File: config.mk
export PLATFORM = sky130hd
export DESIGN_NAME = az_sequencer
export DESIGN_NICKNAME = d
export VERILOG_FILES = /design/src/rtl/az_sequencer.sv
export SDC_FILE = /design/constraint.sdc
export NUM_CORES = 1
export LEC_CHECK = 0
export CAP_MARGIN = 20
export CORE_ASPECT_RATIO = 0.8
export CORE_MARGIN = 2
export CORE_UTILIZATION = 45
export DETAILED_ROUTE_END_ITERATION = 10
export PLACE_DENSITY = 0.72
export SLEW_MARGIN = 20
export SYNTH_ARGS = -nofsm -noshare
export SYNTH_HDL_FRONTEND = slang
export SYNTH_SLANG_ARGS = --single-unit
File: constraint.sdc
create_clock -name clk -period 6.2 [get_ports clk]
set_clock_uncertainty 0.15 [all_clocks]
set_input_delay 0.62 -clock clk [delete_from_list [all_inputs] [get_ports clk]]
set_output_delay 0.62 -clock clk [all_outputs]
set_load 0.02 [all_outputs]
File: src/rtl/az_sequencer.sv
// Autozero phase sequencer: startup hold, periodic and on-demand phi_az pulses deferred around trigger windows.
// Optional pulse-deferral counter (defer_cnt/defer_clr) is built when AZ_DEFER_CNT_EN is defined.
//
// state   | meaning
// STARTUP | phi_az held high until the first global pulse
// IDLE    | phi_az low, period counter running
// WAIT    | pulse due, deferred until trig_busy drops
// PULSE   | phi_az high for the latched width
// GUARD   | phi_az low settling time, ack issued on exit
module az_sequencer #(
  parameter int PERIOD_W     = 16,
  parameter int WIDTH_W      = 8,
  parameter int GUARD_CYCLES = 4
) (
  input  logic                clk,
  input  logic                reset_b,
  input  logic                pulse,
  input  logic                enable,
  input  logic [PERIOD_W-1:0] az_period,
  input  logic [WIDTH_W-1:0]  az_width,
  input  logic                trig_busy,
  input  logic                az_req,
  output logic                az_ack,
  output logic                phi_az,
  output logic                az_active
`ifdef AZ_DEFER_CNT_EN
  ,
  input  logic                defer_clr,
  output logic [7:0]          defer_cnt
`endif
);

  localparam int GUARD_W = $clog2(GUARD_CYCLES + 1);

  typedef enum logic [2:0] {ST_STARTUP, ST_IDLE, ST_WAIT, ST_PULSE, ST_GUARD} state_t;

  state_t              state, state_nx;
  logic [PERIOD_W-1:0] cnt, cnt_nx;
  logic [WIDTH_W-1:0]  wcnt, wcnt_nx;
  logic [GUARD_W-1:0]  gcnt, gcnt_nx;
  logic                served, served_nx;
  logic                ack_nx;
  logic                req_pending;
  logic                az_req_d;
  logic                counting;
  logic                expiry;
  logic                go_pulse;

  assign counting = enable && (az_period != '0);
  assign expiry   = counting && (cnt == az_period - PERIOD_W'(1));

  always_comb begin
    state_nx  = state;
    cnt_nx    = cnt;
    wcnt_nx   = wcnt;
    gcnt_nx   = gcnt;
    served_nx = served;
    ack_nx    = 1'b0;
    go_pulse  = 1'b0;
    case (state)
      ST_STARTUP: begin
        if (pulse) begin
          state_nx = ST_IDLE;
          cnt_nx   = '0;
        end
      end
      ST_IDLE: begin
        cnt_nx = counting ? cnt + PERIOD_W'(1) : '0;
        if (expiry || req_pending) begin
          if (trig_busy) state_nx = ST_WAIT;
          else           go_pulse = 1'b1;
        end
      end
      ST_WAIT: begin
        if (!trig_busy) go_pulse = 1'b1;
      end
      ST_PULSE: begin
        if (wcnt <= WIDTH_W'(1)) begin
          state_nx = ST_GUARD;
          gcnt_nx  = GUARD_W'(GUARD_CYCLES);
        end else begin
          wcnt_nx = wcnt - WIDTH_W'(1);
        end
      end
      ST_GUARD: begin
        if (gcnt <= GUARD_W'(1)) begin
          state_nx  = ST_IDLE;
          cnt_nx    = '0;
          ack_nx    = served;
          served_nx = 1'b0;
        end else begin
          gcnt_nx = gcnt - GUARD_W'(1);
        end
      end
      default: state_nx = ST_STARTUP;
    endcase
    // The request that gets acked is the one pending when the pulse starts.
    if (go_pulse) begin
      state_nx  = ST_PULSE;
      wcnt_nx   = (az_width == '0) ? WIDTH_W'(1) : az_width;
      served_nx = req_pending;
    end
  end

  always_ff @(posedge clk or negedge reset_b) begin
    if (!reset_b) begin
      state     <= ST_STARTUP;
      cnt       <= '0;
      wcnt      <= '0;
      gcnt      <= '0;
      served    <= 1'b0;
      phi_az    <= 1'b1;
      az_active <= 1'b1;
      az_ack    <= 1'b0;
    end else begin
      state     <= state_nx;
      cnt       <= cnt_nx;
      wcnt      <= wcnt_nx;
      gcnt      <= gcnt_nx;
      served    <= served_nx;
      phi_az    <= (state_nx == ST_STARTUP) || (state_nx == ST_PULSE);
      az_active <= (state_nx != ST_IDLE);
      az_ack    <= ack_nx;
    end
  end

  // A new edge in the ack cycle wins over the clear.
  always_ff @(posedge clk or negedge reset_b) begin
    if (!reset_b) begin
      req_pending <= 1'b0;
      az_req_d    <= 1'b0;
    end else begin
      az_req_d <= az_req;
      if ((state != ST_STARTUP) && az_req && !az_req_d) req_pending <= 1'b1;
      else if (ack_nx)                                  req_pending <= 1'b0;
    end
  end

`ifdef AZ_DEFER_CNT_EN
  always_ff @(posedge clk or negedge reset_b) begin
    if (!reset_b) begin
      defer_cnt <= '0;
    end else if (defer_clr) begin
      defer_cnt <= '0;
    end else if ((state_nx == ST_WAIT) && (state != ST_WAIT) && (defer_cnt != 8'hFF)) begin
      defer_cnt <= defer_cnt + 8'd1;
    end
  end
`endif

endmodule

==> flow_summary.ini <==
[floorplanning]
die_area_mm2 = 0.006160
die_h_um = 70.60
num_rows = 24
die_w_um = 87.25
ios = 33
fp.coreArea_mm2 = 0.005405
start_util_pct = 46.16

[power_and_ir_drop]
power_mw = 0.8569
powerDensity_mw_per_mm2 = 288.0
p_leak_nw = 1.229
ir_drop_mv = 0.1336

[yosys]
synth_flop_cell = dfrtp_1
synth_edf_count = 0
synth_cell_types = 57
syn_area_mm2 = 0.002495
syn_nets = 321
seq_area_frac_synth_pct = 36.21
async_flop_share_pct = 100.0
yosysWarnings = 0
avgSynthCellArea_um2 = 8.785
ys_ff_latch = 36
syn_inst = 284

[sta]
postLayoutSetupSlackWorst_ns = 2.293
hold_violations = 0
tightest_slew_ns = 0.7384
fmax_mhz = 255.9
setup_tns_ns = 0
period_share_pct = 63.02
slew_headroom_pct = 50.08
fin_crit_ns = 3.907
rsz0062_at_grt = false
finalMaxSlewViolations = 0
worst_hold_slack_ns = 0.3846
setup_violations = 0

[finish]
final-seq-area_um2 = 903.4
area_delta_synth_final_pct = 19.26
final_area_mm2 = 0.002975
n_antenna_cell = 0
drive_gt1_share_pct = 5.660
multiInputGateArea_mm2 = 0.001488
final.fill_count = 494
nNetsFinal = 354

[global_routing]
antenna_found_initial = 0
grt_usage_pct = 18.43
grt_pass1_vias = 1972
grt_pass1_wl_mm = 9.094
grt-ovfl-total = 0
grt_max_degree = 37

[routing]
drtIter0Drc = 178
dr.pass1.iters = 4
drc = 0
dr_total_vias = 2158
wl_per_cell_um = 14.31
ant_nets = 0
via_per_inst = 5.634
wirelength_mm = 5.481

[worst_setup_path]
startpoint_type = input pin
crit_required_ns = 6.20
crit_fanout = 7
crit_arrival_ns = 3.91
crit_path_end_kind = register
path_class = input pin to register
r2r_cells = 7

[clock_tree]
cts_buffers = 5
tritoncts = yes
cts_resized = 0
clock_sinks = 36
worstSkewPairLatency_ns = 0.28
post-cts-setup-buffers = 0
htreeDepth = 2
path_clk_slew_ns = 0.07
clockRootBuffer = clkbuf_8
clockBufferDepth = 2
postCtsHoldBufs = 0

[place]
globalplace.congestion = 0.8054
port_buffers = 32
dp_hpwl_mm = 4.161
place_ws_ns = 1.998
place_area_mm2 = 0.002868

[job]
max_cap_viol_count = 0

[min_path]
hold_depth = 1
min_path_type = register to register

[outcome]
outcome = finished clean
-- logic make-up after synthesis --
group	count (synthesis)	synth area share, %
AO/OA/AOI/OAI	58	15.85
XOR/XNOR	37	12.99
adder cells (fa/ha/maj)	7	3.510
buffers and inverters	25	4.162
flip-flops	36	36.21
multiplexers	4	1.605
AND/OR/NAND/NOR	117	25.68
-- per-stage QoR --
step,std cells,util (%)
global route,383,55.05
detailed placement,375,53.06
global placement,375,53.06
finish,383,55.05
floorplan,284,-
CTS,383,55.05
-- layout by cell type, fill, tap and decap left out, types with 10 or more instances in the layout --
cell / count
a21oi_1: 13
nand3_1: 17
clkdlybuf4s50_1: 32
xor2_1: 16
inv_1: 18
nor3_1: 10
xnor2_1: 21
nor2_1: 30
nand2_1: 19
o21ai_0: 17
dfrtp_1: 34
-- state kept, by name, summed over array words and instances, names as in the netlist --
signal,count
state,3
cnt,16
az_ack,1
served,1
az_active,1
phi_az,1
az_req_d,1
gcnt,3
req_pending,1
wcnt,8
-- where the power goes --
group / leakage, nW / internal (mW) / switching (mW)
Clock: 0.0552 / 0.119 / 0.0836
Combinational: 0.717 / 0.136 / 0.174
Sequential: 0.457 / 0.287 / 0.0576
Total: 1.23 / 0.542 / 0.315
-- critical path, cell delays in order --
cell	delay, ns
clkdlybuf4s50_1	0.53
inv_1	0.14
ha_1	0.24
nor3b_1	0.61
nand4_1	0.23
xnor2_1	0.18
nor4_1	0.34
a41oi_2	0.25
o21ba_1	0.27
o41ai_1	0.35
o311ai_1	0.15
-- cells in the mapped netlist, types with 3 or more instances --
cell type | count | area share [%]
xor2_1 | 16 | 5.6
and2_1 | 4 | 1.0
a21oi_1 | 13 | 2.6
nand4_1 | 6 | 1.5
xnor2_1 | 21 | 7.4
nand2_1 | 19 | 2.9
clkbuf_1 | 4 | 0.60
mux2i_1 | 4 | 1.6
nor3_1 | 10 | 2.0
nor4_1 | 5 | 1.3
and3_1 | 6 | 1.5
nor2_1 | 30 | 4.5
o21ai_0 | 17 | 3.4
dfrtp_1 | 34 | 34
o211ai_1 | 3 | 0.90
nand3_1 | 17 | 3.4
ha_1 | 7 | 3.5
inv_1 | 18 | 2.7
-- worst paths after layout --
path                        endpoint  slack, ns    startpoint
max                          wcnt[2]       2.29  az_period[0]
min                           az_ack       0.38        served
max reg2reg                   phi_az       3.38       wcnt[3]
min reg2reg                   az_ack       0.38        served
max in group asynchronous  az_active       4.97       reset_b
min in group asynchronous    wcnt[3]       0.59       reset_b
-- metal layers --
metal,vias to the layer above,GRT usage (%),share of wire (%)
met5,-,0,0
met4,0,3.761,0.73
met3,6,3.617,5.3
met2,56,26.77,42
met1,1003,28.56,52
li1,1093,-,-
-- cell type report --
cell class	instances	share of cell area, %
Sequential cell	36	30.36
Tap cell	65	2.733
Multi-Input combinational cell	223	50.00
Clock inverter	2	1.177
Inverter	18	2.271
Clock buffer	6	2.439
Timing Repair Buffer	33	11.02
No activity file was read; power rests on OpenSTA's default activity.
